$ cat src/rtl/serial_buffer_pkg.sv
// Shared constants for the serial_buffer frame-capture block.
package serial_buffer_pkg;

   localparam int NDATA_DEF = 128;

   // Width of a counter that must reach n-1.
   function automatic int cnt_w(input int n);
      return (n < 2) ? 1 : $clog2(n);
   endfunction

endpackage

$ cat src/rtl/serial_buffer_if.sv
// Serial-in / frame-out signal bundle between the receive front end and serial_buffer.
interface serial_buffer_if
   import serial_buffer_pkg::*;
#(
   parameter int NDATA = NDATA_DEF
) ();

   logic             ena;
   logic             din;
   logic [NDATA-1:0] dout;
   logic             valid;

   modport master (output ena, output din, input dout, input valid);
   modport slave  (input ena, input din, output dout, output valid);

endinterface

$ cat src/rtl/serial_buffer_frame_counter.sv
// Bit counter for one frame; tc marks the edge that completes a frame.
module frame_counter
   import serial_buffer_pkg::*;
#(
   parameter int NDATA = NDATA_DEF
) (
   input  logic clk,
   input  logic rst,
   input  logic ena,
   output logic tc
);

   localparam int               CNT_W = cnt_w(NDATA);
   localparam logic [CNT_W-1:0] LAST  = CNT_W'(NDATA - 1);

   logic [CNT_W-1:0] r_count;
   logic             w_last;

   assign w_last = (r_count == LAST);
   assign tc     = w_last && (ena == 1'b0);

   // Explicit wrap at NDATA-1 so non-power-of-two frame lengths work.
   always_ff @(posedge clk or negedge rst) begin
      if (!rst) begin
         r_count <= '0;
      end else if (ena == 1'b0) begin
         if (w_last) begin
            r_count <= '0;
         end else begin
            r_count <= r_count + CNT_W'(1);
         end
      end
   end

endmodule

$ cat src/rtl/serial_buffer.sv
// Serial-to-parallel frame capture: shifts din while ena is low, publishes
// every NDATA-bit frame on dout with a one-cycle valid pulse.
module serial_buffer
   import serial_buffer_pkg::*;
#(
   parameter int NDATA = NDATA_DEF
) (
   input  logic            clk,
   input  logic            rst,
   serial_buffer_if.slave  bus
);

   // The oldest shifted bit is only ever needed as dout's MSB, so the
   // shift register keeps NDATA-1 bits.
   logic [NDATA-2:0] r_sr;
   logic [NDATA-1:0] r_dout;
   logic             r_valid;
   logic [NDATA-1:0] w_next;
   logic             w_tc;

   assign w_next = {r_sr, bus.din};

   frame_counter #(
      .NDATA (NDATA)
   ) u_frame_counter (
      .clk (clk),
      .rst (rst),
      .ena (bus.ena),
      .tc  (w_tc)
   );

   // Shift, capture on frame completion, pulse valid for one cycle.
   always_ff @(posedge clk or negedge rst) begin
      if (!rst) begin
         r_sr    <= '0;
         r_dout  <= '0;
         r_valid <= 1'b0;
      end else begin
         if (bus.ena == 1'b0) begin
            r_sr <= w_next[NDATA-2:0];
         end
         if (w_tc) begin
            r_dout <= w_next;
         end
         r_valid <= w_tc;
      end
   end

   assign bus.dout  = r_dout;
   assign bus.valid = r_valid;

endmodule

$ cat src/flat_wrapper.sv
// flat-port wrapper written by rule: the top's interface ports become plain ports
module serial_buffer_flat import serial_buffer_pkg::*;
#(
   parameter int NDATA = NDATA_DEF
)
  (clk, rst, bus_ena, bus_din, bus_dout, bus_valid);
  serial_buffer_if #(.NDATA(NDATA)) bus_i ();
  input  logic clk;
  input  logic rst;
  input wire logic [$bits(bus_i.ena)-1:0] bus_ena;
  input wire logic [$bits(bus_i.din)-1:0] bus_din;
  output wire logic [$bits(bus_i.dout)-1:0] bus_dout;
  output wire logic [$bits(bus_i.valid)-1:0] bus_valid;
  assign bus_i.ena = bus_ena;
  assign bus_i.din = bus_din;
  assign bus_dout = bus_i.dout;
  assign bus_valid = bus_i.valid;
  serial_buffer #(.NDATA(NDATA)) u_core (.clk(clk), .rst(rst), .bus(bus_i));
endmodule
$ cat config.mk
export PLATFORM = sky130hd
export DESIGN_NAME = serial_buffer_flat
export DESIGN_NICKNAME = d
export VERILOG_FILES = /design/src/rtl/serial_buffer_pkg.sv /design/src/rtl/serial_buffer_if.sv /design/src/rtl/serial_buffer_frame_counter.sv /design/src/rtl/serial_buffer.sv /design/src/flat_wrapper.sv
export SDC_FILE = /design/constraint.sdc
export NUM_CORES = 1
export LEC_CHECK = 0
export CAP_MARGIN = 20
export CORE_MARGIN = 5
export CORE_UTILIZATION = 45
export DETAILED_ROUTE_END_ITERATION = 8
export PLACE_DENSITY_LB_ADDON = 0.08
export SLEW_MARGIN = 20
export SYNTH_ARGS = -nofsm -noshare
export SYNTH_HDL_FRONTEND = slang
export SYNTH_SLANG_ARGS = --single-unit
$ cat constraint.sdc
create_clock -name clk -period 1.8 [get_ports clk]
set_input_delay 0.36 -clock clk [delete_from_list [all_inputs] [get_ports clk]]
set_output_delay 0.36 -clock clk [all_outputs]
set_load 0.02 [all_outputs]
After elaboration in Yosys (flattened, before gate mapping)
Cells that the tools add are included.
- reduce and logical (&&, ||, !) cells: 1
- equality and inequality tests: 1
- add/subtract/negate cells: 1
- bitwise gates (word level): 1
- muxes and demuxes: 1
- operator list (cell ; number):
    $add A7 B1 Y7 const B ; 1
    $eq A7 B7 Y1 const B ; 1
    $mux W7 ; 1
    $logic_and A1 B1 Y1 ; 1
    $not A1 Y1 ; 1
- output and inout port bits: 129
- logic and storage cells: 9
- register bits: 263
- input port bits: 4

Longest topological paths before layout
Gate-level depths: netlist of the first run.
- depth after elaboration: 2
- gate-level depth with buffers: 6
- depth with buffers taken out: 4

Cells and area by module
A second synthesis of the first run with hierarchy kept.
- cells, all modules: 571
- area total of the unflattened synthesis: 9940.8 µm²
- modules (own cells, without submodules) (module ; cells an instance ; instances ; seq. area each (µm²) ; area each (µm²)):
    serial_buffer ; 539 ; 1 ; 6406.1 ; 9591.7
    frame_counter ; 32 ; 1 ; 175.2 ; 349.1

Least setup slack after synthesis of the first run
OpenSTA, ideal clock, no wires.
- kind: flip-flop to flip-flop
- start: reg u_core.u_frame_counter.r_count[0]
- end: reg u_core.r_dout[100] (netlist: u_core.bus.dout[100])
- required time: 1673 ps
- arrival time: 1553 ps
- cell stages (with the launch flop): 7
- buffers on the path: 2
- slack: 120 ps
- period minus slack after synthesis: 1680 ps
- setup time: 127 ps
- cells stage by stage: dfrtp_1 > ha_1 > nand4b_4 > nor2_4 > buf_8 > buf_8 > mux2_1
- longest elaborated chain between the ends: 2
- RTL lines (element ; RTL line ; source):
    start: declaration ; serial_buffer_frame_counter.sv:16 ; logic [CNT_W-1:0] r_count;
    start signal: assignment ; serial_buffer_frame_counter.sv:30 ; r_count <= r_count + CNT_W'(1);
    $eq A7 B7 Y1 ; serial_buffer_frame_counter.sv:19 ; assign w_last = (r_count == LAST);
    $logic_and A1 B1 Y1 ; serial_buffer_frame_counter.sv:20 ; assign tc = w_last && (ena == 1'b0);
    end signal: assignment ; serial_buffer.sv:43 ; r_dout <= w_next;
    end: declaration ; serial_buffer.sv:16 ; logic [NDATA-1:0] r_dout;
Every way passes these cells.
A chain may end at the register's enable or synchronous reset.

Worst setup path after layout of the first run
- start: reg u_core.u_frame_counter.r_count[1]
- end: reg u_core.r_dout[116] (netlist: u_core.bus.dout[116])
Same word-level chain as after synthesis.

==> results of run 1 <==
==> cells in the mapped netlist <==
| cell | number |
|---|---|
| sky130_fd_sc_hd__nand4b_1 | 1 |
| sky130_fd_sc_hd__clkbuf_1 | 7 |
| sky130_fd_sc_hd__ha_1 | 1 |
| sky130_fd_sc_hd__a21oi_1 | 1 |
| sky130_fd_sc_hd__o21ai_0 | 5 |
| sky130_fd_sc_hd__mux2_1 | 100 |
| sky130_fd_sc_hd__nor2_1 | 2 |
| sky130_fd_sc_hd__dfrtp_1 | 263 |
| sky130_fd_sc_hd__nor2_4 | 1 |
| sky130_fd_sc_hd__inv_1 | 1 |
| sky130_fd_sc_hd__xor2_1 | 1 |
| sky130_fd_sc_hd__buf_2 | 8 |
| sky130_fd_sc_hd__nand2_1 | 6 |
| sky130_fd_sc_hd__xnor2_1 | 2 |
| sky130_fd_sc_hd__buf_4 | 1 |
| sky130_fd_sc_hd__o31ai_1 | 1 |
| sky130_fd_sc_hd__buf_8 | 11 |
| sky130_fd_sc_hd__nand4b_4 | 1 |
| sky130_fd_sc_hd__nand3_1 | 1 |
| sky130_fd_sc_hd__nand4_1 | 1 |
| sky130_fd_sc_hd__nand2b_1 | 2 |
| sky130_fd_sc_hd__mux2_2 | 155 |
| sky130_fd_sc_hd__a22oi_1 | 1 |
| sky130_fd_sc_hd__or3_1 | 1 |
| sky130_fd_sc_hd__buf_6 | 2 |
==> worst max path at each step <==
| stage | from | to | slack (ns) | cells after the start |
|---|---|---|---|---|
| after floorplan | u_core.u_frame_counter.r_count[0] | u_core.bus.dout[100] | 0.12 | 6 |
| after global placement | u_core.u_frame_counter.r_count[1] | u_core.bus.dout[20] | 0.05 | 5 |
| after detailed placement | u_core.u_frame_counter.r_count[1] | u_core.bus.dout[48] | -0.03 | 5 |
| after CTS | u_core.u_frame_counter.r_count[1] | u_core.bus.dout[39] | 0.002 | 5 |
| after global routing | u_core.u_frame_counter.r_count[1] | u_core.bus.dout[109] | -0.01 | 6 |
| final | u_core.u_frame_counter.r_count[1] | u_core.bus.dout[116] | 0.05 | 6 |
==> worst max-delay path, stage by stage (launching register included) <==
cell and delay [ns]:
sky130_fd_sc_hd__dfrtp_1 0.36, sky130_fd_sc_hd__ha_2 0.21, sky130_fd_sc_hd__nand4b_4 0.13, sky130_fd_sc_hd__nor2_4 0.21, sky130_fd_sc_hd__buf_6 0.19, sky130_fd_sc_hd__clkbuf_16 0.20
sky130_fd_sc_hd__mux2_2 0.34
==> metal layers <==
| layer | share of wire [%] | vias up |
|---|---|---|
| met5 | 0 | - |
| met4 | 2.0 | 0 |
| met3 | 5.2 | 28 |
| met2 | 47 | 106 |
| met1 | 46 | 2672 |
| li1 | - | 2361 |
==> stage by stage <==
step	area [µm²]	TNS (ns)	total power, W	setup WS (ns)
floorplan	9910	0	0.00702	0.120
global placement	11500	0	0.00729	0.0486
detailed placement	11500	-0.689	0.00736	-0.0283
CTS	12300	0	0.0131	0.00234
global route	12400	-0.0472	0.0135	-0.0117
finish	12400	0	0.0129	0.0464
==> cells by family after synthesis <==
kind of cell    count (synthesis)  share of synthesized area [%]
xor+xnor                        3                          0.265
mux                           255                           29.0
simple gates                   16                           1.05
flops                         263                           66.4
fa+ha+maj                       1                          0.126
compound gates                  8                          0.455
buf+inv                        30                           2.68
==> registers in the layout (all words and copies together) (netlist names) <==
name	flops
u_core.r_sr	127
u_core.bus.valid	1
u_core.u_frame_counter.r_count	7
u_core.bus.dout	128
==> layout make-up <==
cell class / count / share of cell area, %
multi-input combinational: 283 / 24.7
clock buffer: 36 / 6.29
inverter: 1 / 0.0303
sequential: 263 / 53.1
timing repair buffer: 152 / 12.0
tap: 280 / 2.83
clock inverter: 11 / 1.08
==> power by group through the flow <==
stage / registers [W] / logic [W] / clock network, W
after floorplan: 0.00657 / 0.000450 / 0
after CTS: 0.00656 / 0.000697 / 0.00581
after detailed placement: 0.00667 / 0.000693 / 0
final: 0.00655 / 0.000695 / 0.00562
after global placement: 0.00664 / 0.000653 / 0
after global routing: 0.00660 / 0.000791 / 0.00606
==> timing repair <==
action                                 CTS  global route
setup endpoints to repair              201           124
endpoints found under the hold margin   42             0
gates cloned                             0             3
pin swaps                                1             1
setup buffers                            0             1
gates resized for setup                131             5
hold buffers                             1             0
==> results by stage, run 1 <==
Min path:
- The classification of the worst-slack hold path is input pin to register.
- The worst hold path stage count is 3.
- The worst hold path endpoint is u_core.u_frame_counter.r_count[4].
- The worst hold path begins at bus_ena.

Finish:
- Relative to the synthesized area, the layout overhead comes to 25.2%.
- The final net count is 733.
- The finished layout holds 1,026 standard cells, fillers aside.
- The final antenna diode count is 0.
- After filler insertion, the fill cell instance count of the layout stands at 1,777.
- Leaving out fill and tap cells, the most frequent cell in the layout is sky130_fd_sc_hd__dfrtp_1.
- In the layout the commonest cells are 263 x sky130_fd_sc_hd__dfrtp_1, 155 x sky130_fd_sc_hd__mux2_2, 129 x sky130_fd_sc_hd__dlygate4sd2_1.
- The final design utilization is 57.0%.
- The area of the multi-input gates is 0.00306 mm².
- The area occupied by registers is 0.00658 mm².
- The post-route netlist has 30.0% of its cells at a drive strength greater than 1.

Critical path:
- STA puts the critical path data required time at 2.20 ns.
- The worst reg-to-reg setup slack is 0.05 ns.
- The type of the setup path with the least slack is register to register.
- The number of cells on the worst reg-to-reg path is 6.
- The endpoint of the worst-slack reg-to-reg timing path is u_core.bus.dout[116].
- The endpoint kind of the worst setup timing path is a register.
- The kind of start point of the critical path is a register.
- For the worst setup path, the data arrival time is 2.15 ns.
- Along the worst path, the maximum fanout reaches 14.
- The start of the worst register-to-register path is u_core.u_frame_counter.r_count[1].

Placed design:
- The count of buffers from port buffering is 132.
- The weighted congestion reported at the end of routability-driven placement is 0.725.
- After detailed placement, the design holds a cell count of 974.
- The half-perimeter wire length of the detailed placement result is 10.8 mm.

Routing:
- For this block, the routed nets add up to 17.7 mm of wire.
- The routed via count is 5,167.
- After detailed routing, the number of vias per cell comes to 5.04.
- The average routed wire per standard cell is 17.2 µm.
- The final antenna-violating net count is 0.
- The detailed-routing iteration count for the pre-antenna-repair pass is 6.
- The first routing iteration left 139 violations.
- The DRC violations left is 0.

Power:
- The maximum VDD drop is 806 µV.
- Summed over all cells, the static leakage comes to 6.85 nW.
- The total internal power is 0.0101 W.
- The power density normalized to cell area is 1040 mW/mm².
- In this run, flip-flops and latches consume 50.9% of the power.
- Combinational cells account for 5.4% of the total power.
- Summed over all nets, the switching power comes to 0.00279 W.
- The switching part of the total power is 21.6%.
- The part of the total power dissipated in the clock network is 43.7%.

Floorplanning:
- In this run the horizontal extent of the chip is 158 µm.
- The number of standard-cell rows in the floorplan is 54.
- The count of pins on the block boundary is 133.
- The die height is 158 µm.
- The die covers 0.0251 mm².
- The total area inside the core boundary comes to 0.0218 mm².
- Once the floorplan was initialized, standard cells occupied 45.5% of the core.

Global route:
- The pin count of the biggest net entering global routing is 73.
- For this run, the total global-route usage over all layers was measured as 14.2%.
- The via count of the first global-routing pass is 5,583.
- The busiest layer in global routing is met2.
- The met2 demand-to-capacity share in global routing is 22.8%.
- The sum of overflow across all layers after global routing is 0.
- In the global route stage, met1 resource usage came out at 19.8%.
- The global-route wire length before repair is 29.4 mm.
- For this run, global-route usage on met3 was measured as 2.88%.
- The number of antenna violations at the first check in global routing is 0.

Timing:
- Hold timing on the final database bottoms out at a slack of 0.217 ns.
- The worst-case headroom to the max-slew limit is 73.0%.
- For the final database, setup skew stands at 0.00847 ns.
- Counting I/O delays and the setup requirement, the final critical path takes 1.75 ns.
- The transition at the pin with the smallest max-transition slack is 0.405 ns.
- The count of final setup violators is 0.
- The max-slew violation count is 0.
- The count of final hold-check violations is 0.
- The ratio of final minimum period to clock period is 97.4%.
- Based on the critical path, the design can be clocked at up to 570 MHz.

Clock tree:
- The clock transition time at the flip-flop clock pins of the worst setup and hold paths is 0.06 ns.
- The number of sinks on the clock net is 263.
- In this run the number of H-tree levels came out at 1.
- CTS placed an instance of sky130_fd_sc_hd__clkbuf_16 at the clock tree root.
- The TritonCTS clock tree is built.
- The maximum count of clock buffers along a single path is 3.
- The total CTS buffers is 27.
- The later-pin clock latency in the skew report is 0.52 ns.

Synth:
- The number of cells produced by synthesis is 576.
- After synthesis the netlist holds a flip-flop and latch count of 263.
- Of all cell types, the one taking the most synthesized area is sky130_fd_sc_hd__dfrtp_1.
- The sequential area share after synthesis is 66.4%.
- Averaged over all synthesized cells, the footprint is 17.2 µm².
- The Yosys step of the flow raised 0 warnings.
- Counting every net in the synthesized netlist gives 581.
- The proportion of netlist area held by the largest area contributor is 66.4%.
- The summed instance area of the synthesized netlist is 0.00991 mm².
- After synthesis, the cell types taking the most area are sky130_fd_sc_hd__dfrtp_1 66%, sky130_fd_sc_hd__mux2_2 18%, sky130_fd_sc_hd__mux2_1 11%.
- The netlist uses 25 different library cells.

Flow run:
- The count of maximum capacitance violations is 0.

Outcome:
- The flow ran to the end, and the final reports show no timing, DRC or antenna violations.
No activity file was read; power rests on OpenSTA's default activity.
==> run 2, diff against run 1 <==
--- a/config.mk
+++ b/config.mk
@@ -9,8 +9,9 @@
 export CORE_MARGIN = 5
 export CORE_UTILIZATION = 45
 export DETAILED_ROUTE_END_ITERATION = 8
+export GPL_ROUTABILITY_DRIVEN = 0
 export PLACE_DENSITY_LB_ADDON = 0.08
-export SLEW_MARGIN = 20
+export SLEW_MARGIN = 10
 export SYNTH_ARGS = -nofsm -noshare
 export SYNTH_HDL_FRONTEND = slang
 export SYNTH_SLANG_ARGS = --single-unit
==> constraint.sdc (replaced) <==
create_clock -name clk -period 2 [get_ports clk]
set_input_delay 0.4 -clock clk [delete_from_list [all_inputs] [get_ports clk]]
set_output_delay 0.4 -clock clk [all_outputs]
set_load 0.02 [all_outputs]
==> run 2 against run 1 <==
  * Total power fell by 8.4%
  * Critical path depth down 5
  * Worst setup slack improved by 0.019 ns
  * Sequential cell count is the same
  * Via count rose by 0.17%
  * Critical path type is now register to output pin
  * Largest power group unchanged
  * Highest routed layer unchanged
==> results by stage, run 2 (synthesized netlist as in run 1, its figures left out) <==
Outcome:
- The run finished with clean final reports.

Timing:
- The final sum of negative setup slack is 0 ns.
- In the post-route analysis, the smallest setup slack over all paths is 0.0653 ns.
- The count of final setup violators is 0.
- The minimum clock period is 1.93 ns.
- The max-slew violation count is 0.
- For the final database, setup skew stands at 0.0145 ns.
- For this run, the top clock speed supported by timing is 517 MHz.
- The count of final hold-check violations is 0.
- Setup repair after global routing left no endpoint under its margin.
- The worst-case headroom to the max-slew limit is 51.0%.
- The transition at the pin with the smallest max-transition slack is 0.735 ns.
- The ratio of final minimum period to clock period is 96.7%.
- The final-layout worst hold slack is 0.240 ns.

Clock tree:
- The later-pin clock latency in the skew report is 0.52 ns.
- Clock-pin slew was measured on the worst setup and hold paths at 0.06 ns.
- Clock tree synthesis selected as its root buffer the cell sky130_fd_sc_hd__clkbuf_16.
- The total CTS buffers is 28.
- The TritonCTS clock tree is built.
- Counting every sink on the clock net gives 263.
- No sink is reached through more buffers than the 3 on the longest clock path.
- The H-tree depth is 1.

Flow run:
- The count of maximum capacitance violations is 0.

Power:
- The internal power of the cells totals 0.00928 W.
- The static leakage power is 6.24 nW.
- The sequential group share of total power is 50.1%.
- Dividing total power by cell area gives a power density of 939 mW/mm².
- The switching part of the total power is 21.3%.
- The power share of the combinational group is 5.0%.
- The reported net switching power is 0.00252 W.
- The final total power is 0.0118 W.
- The part of the total power dissipated in the clock network is 44.9%.
- IR analysis of the VDD net gives a maximum drop of 573 µV.

Critical path:
- The delay of the slowest critical-path stage is 0.65 ns.
- The slowest library cell on the worst path is sky130_fd_sc_hd__clkdlybuf4s50_1.
- In this run the worst setup path begins at u_core.bus.dout[57].
- The worst setup path is of the register to output pin kind.
- Grouping stages by cell kind, the critical path spends the most delay in buffers and inverters.
- The signal on the critical path passes through clkdlybuf4s50_1.
- The worst register-to-register path begins at u_core.u_frame_counter.r_count[0].
- The endpoint required time on the critical path is 1.60 ns.
- The worst endpoint data arrival time is 1.53 ns.
- Of all nets on the critical path, the largest fanout is 2.
- The worst reg-to-reg setup slack is 0.16 ns.
- The endpoint kind of the worst setup timing path is an output pin.
- Counting both buffers and inverters, the worst setup path holds a total of 1.
- The kind of start point of the critical path is a register.

Finish:
- The number of antenna diodes in the final layout is 0.
- The proportion of layout cells with a drive suffix above 1 is 29.7%.
- The library cells used most frequently in the layout, excluding fill and tap cells, are 263 x sky130_fd_sc_hd__dfrtp_1, 155 x sky130_fd_sc_hd__mux2_2, 129 x sky130_fd_sc_hd__clkdlybuf4s50_1.
- The number of flip-flops in the largest register is 128.
- The net count of the finished layout is 729.
- The most common cell after layout, fill and taps aside is sky130_fd_sc_hd__dfrtp_1.
- The number of fill cells in the layout is 1,706.
- The area growth from synthesis to layout is 26.8%.

Global route:
- The sum of overflow across all layers after global routing is 0.
- Global routing consumed, over all layers together, 14.1% of the routing resources.
- The pin count of the biggest net entering global routing is 135.
- The via count of the first global-routing pass is 5,657.
- The global-route wire length before repair is 29.1 mm.
- The number of antenna violations at the first check in global routing is 0.

Routing:
- The detailed-routing iteration count for the pre-antenna-repair pass is 4.
- The final antenna-violating net count is 0.
- After detailed routing, the number of vias per cell comes to 5.05.
- The DRC marker count from the first detailed-route iteration is 145.
- The DRC violations left is 0.
- After detailed routing, the average wire length per cell comes to 17.3 µm.
- The routed via count is 5,176.
- Wires add up to 17.7 mm.

Placed design:
- The count of buffers from port buffering is 132.
- The half-perimeter wire length of the detailed placement result is 10.8 mm.
- At the placement stage, the worst setup path has a slack of 0.0640 ns.

Floorplanning:
- The initial core utilization is 45.5%.
- The count of pins on the block boundary is 133.
- From left edge to right edge, the die measures 158 µm.
- The die covers 0.0251 mm².
- The number of standard-cell rows in the floorplan is 54.
- The area of the placeable core is 0.0218 mm².
- From bottom edge to top edge, the die measures 158 µm.

Min path:
- The classification of the worst-slack hold path is input pin to register.
- The start point of the worst min-delay path is bus_ena.
[run 2: changes by cell type in the layout (fill, tap and decap cells not counted), moves of 2 or more]
cell,previous run,this run
sky130_fd_sc_hd__dlygate4sd2_1,129,0
sky130_fd_sc_hd__clkdlybuf4s50_1,1,129
sky130_fd_sc_hd__buf_4,6,4
sky130_fd_sc_hd__clkbuf_8,7,12
sky130_fd_sc_hd__clkinv_2,7,3
[run 2: timing repair]
item,4_1_cts,5_1_grt
endpoints found under the hold margin,43,0
endpoints found under the setup margin,0,99
buffers inserted,0,1
resized for setup,0,2
hold buffers,1,0
[run 2: path summary, 6_finish.rpt]
check | endpoint | depth (start not counted)
setup reg to reg | u_core.bus.dout[11] | 6
min in group asynchronous | u_core.r_sr[77] | 2
max in group asynchronous | u_core.u_frame_counter.r_count[6] | 3
hold / removal | u_core.u_frame_counter.r_count[4] | 3
hold reg to reg | u_core.bus.dout[99] | 1
setup / recovery | bus_dout[57] | 1
[run 2: layer usage]
| metal | vias to the layer above | wire length (µm) | global-route usage [%] |
|---|---|---|---|
| li1 | 2341 | - | - |
| met1 | 2686 | 8000 | 19.3 |
| met2 | 123 | 8280 | 22.7 |
| met3 | 26 | 1110 | 3.70 |
| met4 | 0 | 280 | 3.82 |
| met5 | - | 0 | 0 |
[run 2: metrics by stage]
stage               instances  utilization, %  area [µm²]
floorplan                 576               -        9910
finish                   1024            57.7       12600
global placement          970            52.8       11500
global route             1024            57.7       12600
CTS                      1021            57.4       12500
detailed placement        970            52.8       11500
[run 2: final cells by class]
type	count	area, µm²	area share (%)
Inverter	1	3.75	0.0299
Timing Repair Buffer	147	1580	12.6
Tap cell	280	350	2.79
Clock inverter	6	83.8	0.667
Sequential cell	263	6580	52.4
Multi-Input combinational cell	283	3060	24.4
Clock buffer	44	902	7.18
[run 2: power groups by stage]
stage	Combinational [W]	Clock [W]	Sequential [W]
6_report	0.000594	0.00530	0.00591
5_1_grt	0.000684	0.00572	0.00595
4_1_cts	0.000611	0.00549	0.00591
3_5_place_dp	0.000608	0	0.00600
3_3_place_gp	0.000568	0	0.00597
2_1_floorplan	0.000405	0	0.00591
==> run 3, diff against run 2 <==
--- a/config.mk
+++ b/config.mk
@@ -6,10 +6,10 @@
 export NUM_CORES = 1
 export LEC_CHECK = 0
 export CAP_MARGIN = 20
-export CORE_MARGIN = 5
 export CORE_UTILIZATION = 45
 export DETAILED_ROUTE_END_ITERATION = 8
 export GPL_ROUTABILITY_DRIVEN = 0
+export GPL_TIMING_DRIVEN = 0
 export PLACE_DENSITY_LB_ADDON = 0.08
 export SLEW_MARGIN = 10
 export SYNTH_ARGS = -nofsm -noshare
==> run 3 against run 2 <==
  * Final cell count is 1.1% higher
  * Worst hold slack gained 0.13 ns
  * Sequential cell count did not move
  * Clock power rose by 4%
  * Highest routed layer unchanged
==> results by stage, run 3 (synthesized netlist as in run 1, its figures left out) <==
Floorplanning:
- The die height is 150 µm.
- The area of the placeable core is 0.0213 mm².
- The die covers 0.0226 mm².
- For this configuration, the core starts out at a cell density of 46.5%.
- The number of standard-cell rows in the floorplan is 53.
- In this run the count of I/O pins placed on the die edge is 133.
- The die width is 150 µm.

Placed design:
- The number of placed instances with taps included is 984.
- Timing analysis after detailed placement gives a worst setup slack of -0.00302 ns.
- Detailed placement finished with a half-perimeter wire length of 11.2 mm.
- Port buffering added 131 buffers.
- In this run the cell area measured after placement is 0.0116 mm².

Finish:
- The final instance count without filler cells is 1,035.
- The register with the most flip-flops in the layout has 128 of them.
- The summed area of non-filler cells in the final layout is 0.0126 mm².
- In the final layout, the share of cells above drive strength 1 is 30.0%.
- In the final design database the tool counted 745 nets.
- 0 antenna diodes ended up in the layout.
- In the layout the commonest cells are 263 x sky130_fd_sc_hd__dfrtp_1, 155 x sky130_fd_sc_hd__mux2_2, 130 x sky130_fd_sc_hd__clkdlybuf4s50_1.
- The most common cell after layout, fill and taps aside is sky130_fd_sc_hd__dfrtp_1.
- The area growth from synthesis to layout is 27.7%.

Power:
- The total internal power is 0.00947 W.
- Of the total power, the clock network draws 45.9%.
- In this run switching power makes up 21.0% of total power.
- Dividing total power by cell area gives a power density of 947 mW/mm².
- The static leakage power is 6.27 nW.
- The analysis attributes to net switching a power of 0.00252 W.
- Registers are responsible for 49.2% of the overall power.
- The final total power is 0.0120 W.
- The maximum VDD drop is 673 µV.
- The power share of the combinational group is 4.9%.

Critical path:
- The worst endpoint data arrival time is 1.53 ns.
- In this design, the largest share of critical-path delay is due to buffers and inverters.
- The critical path is of the register to output pin type.
- The signal on the critical path passes through clkdlybuf4s50_1.
- In this design, the stage delay of the slowest critical-path cell is 0.63 ns.
- The critical path starts at u_core.bus.dout[22].
- The largest individual stage delay along the critical path comes from the cell sky130_fd_sc_hd__clkdlybuf4s50_1.
- The endpoint kind of the worst setup timing path is an output pin.
- The worst path buffer plus inverter count is 1.
- In this run the worst path has a maximum fanout of 2.
- The worst setup path is launched from a register.
- The worst register-to-register path begins at u_core.u_frame_counter.r_count[0].
- STA puts the critical path data required time at 1.60 ns.

Clock tree:
- The clock net in this run drives a total of 263 sinks.
- The clock passes through at most 3 buffers.
- The total CTS buffers is 28.
- In this run the number of H-tree levels came out at 1.
- The number of setup buffers added after CTS is 0.
- The TritonCTS clock tree is built.
- The cell at the root of the clock tree is sky130_fd_sc_hd__clkbuf_16.
- The later pin in the worst-skew pair is clocked with a latency of 0.52 ns.
- After clock tree synthesis, the clock-pin slew on the worst setup and hold paths is 0.06 ns.

Routing:
- For this block, the initial DRC count from the detailed router was 103.
- In the routed design, unresolved DRC markers number 0.
- In the routed layout, each cell is associated on average with a via count of 4.99.
- The detail route stage leaves a number of antenna-violating nets equal to 0.
- The routed wire length is 17.2 mm.
- The detailed router placed 5,162 vias in this run.
- The pre-antenna-repair detailed-routing pass consisted of 3 iterations.
- The average routed wire per standard cell is 16.6 µm.

Global route:
- The number of antenna violations at the first check in global routing is 0.
- The via count of the first global-routing pass came to 5,433.
- The pin count of the biggest net entering global routing is 118.
- The global-route wire length before repair is 28.3 mm.
- For this run, the total global-route usage over all layers was measured as 15.7%.
- Global routing finished with a remaining overflow of 0.

Timing:
- The transition at the pin with the smallest max-transition slack is 0.597 ns.
- The max-slew violation count is 0.
- The count of final hold-check violations is 0.
- The ratio of final minimum period to clock period is 96.4%.
- The count of final setup violators is 0.
- Setup slack on the critical path of the routed design comes to 0.0722 ns.
- The worst clock skew is 0.0117 ns.
- After routing, the total negative slack on setup checks comes to 0 ns.
- The worst-case headroom to the max-slew limit is 60.2%.
- The minimum clock period is 1.93 ns.
- Static timing analysis puts the maximum clock frequency at 519 MHz.
- Setup repair after global routing left no endpoint under its margin.

Outcome:
- The flow ran to the end, and the final reports show no timing, DRC or antenna violations.

Flow run:
- Across the run, the number of max-cap violations was 0.

Min path:
- The min-delay analysis places its worst path in the category input pin to async pin.
-- run 3: changes by cell type in the layout (fill, tap and decap cells not counted), moves of 2 or more --
| cell | before | now |
|---|---|---|
| sky130_fd_sc_hd__bufinv_16 | 2 | 4 |
| sky130_fd_sc_hd__clkinv_2 | 3 | 1 |
| sky130_fd_sc_hd__clkbuf_8 | 12 | 10 |
| sky130_fd_sc_hd__clkbuf_16 | 31 | 29 |
| sky130_fd_sc_hd__buf_16 | 0 | 2 |
| sky130_fd_sc_hd__buf_8 | 1 | 12 |
| sky130_fd_sc_hd__buf_4 | 4 | 1 |
| sky130_fd_sc_hd__buf_12 | 8 | 0 |
| sky130_fd_sc_hd__buf_2 | 0 | 8 |
| sky130_fd_sc_hd__clkbuf_1 | 3 | 12 |
-- run 3: worst paths after layout --
kind / to / slack [ns] / cells after the start
worst max-delay path: bus_dout[22] / 0.07 / 1
worst min-delay path: u_core.bus.dout[76] / 0.37 / 2
worst max register to register: u_core.bus.dout[60] / 0.14 / 6
worst min register to register: u_core.bus.dout[59] / 0.48 / 1
max in group asynchronous: u_core.r_sr[16] / 0.73 / 3
min in group clk: u_core.u_frame_counter.r_count[4] / 0.39 / 3
-- run 3: worst register-to-register path, cell delays in order (launching register included) --
cell	delay (ns)
sky130_fd_sc_hd__dfrtp_1	0.41
sky130_fd_sc_hd__ha_2	0.27
sky130_fd_sc_hd__nand4b_4	0.15
sky130_fd_sc_hd__nor2_4	0.18
sky130_fd_sc_hd__buf_8	0.23
sky130_fd_sc_hd__buf_8	0.18
sky130_fd_sc_hd__mux2_1	0.33
-- run 3: timing repair --
action                     CTS  global route
hold buffers                 1             0
hold endpoints to repair    46             0
setup endpoints to repair    0            48
gates resized for setup      0             1
-- run 3: layer usage --
layer	up-vias	global-route usage (%)	share of wire, %
met1	2671	20.8	45
li1	2368	-	-
met5	-	0	0
met3	23	3.61	4.8
met2	100	25.9	49
met4	0	4.19	1.3
-- run 3: final cells by class --
cell class / count / area, µm²
fill: 1627 / 8640
sequential: 263 / 6580
multi-input combinational: 283 / 3060
timing repair buffer: 134 / 1380
clock buffer: 44 / 882
tap: 275 / 344
buffer: 29 / 262
clock inverter: 6 / 134
inverter: 1 / 3.75
-- run 3: power by group through the flow --
| stage | registers (W) | clock network (W) | logic, W |
|---|---|---|---|
| after floorplan | 0.00591 | 0 | 0.000405 |
| after global routing | 0.00596 | 0.00588 | 0.000658 |
| final | 0.00590 | 0.00550 | 0.000585 |
| after global placement | 0.00598 | 0 | 0.000551 |
| after detailed placement | 0.00600 | 0 | 0.000598 |
| after CTS | 0.00590 | 0.00567 | 0.000601 |
-- run 3: stage by stage --
step / hold WS [ns] / utilization (%)
5_1_grt: 0.379 / 59.4
3_5_place_dp: 0.326 / 54.6
6_report: 0.371 / 59.4
4_1_cts: 0.362 / 59.4
3_3_place_gp: 0.468 / 54.3
2_1_floorplan: 0.104 / -
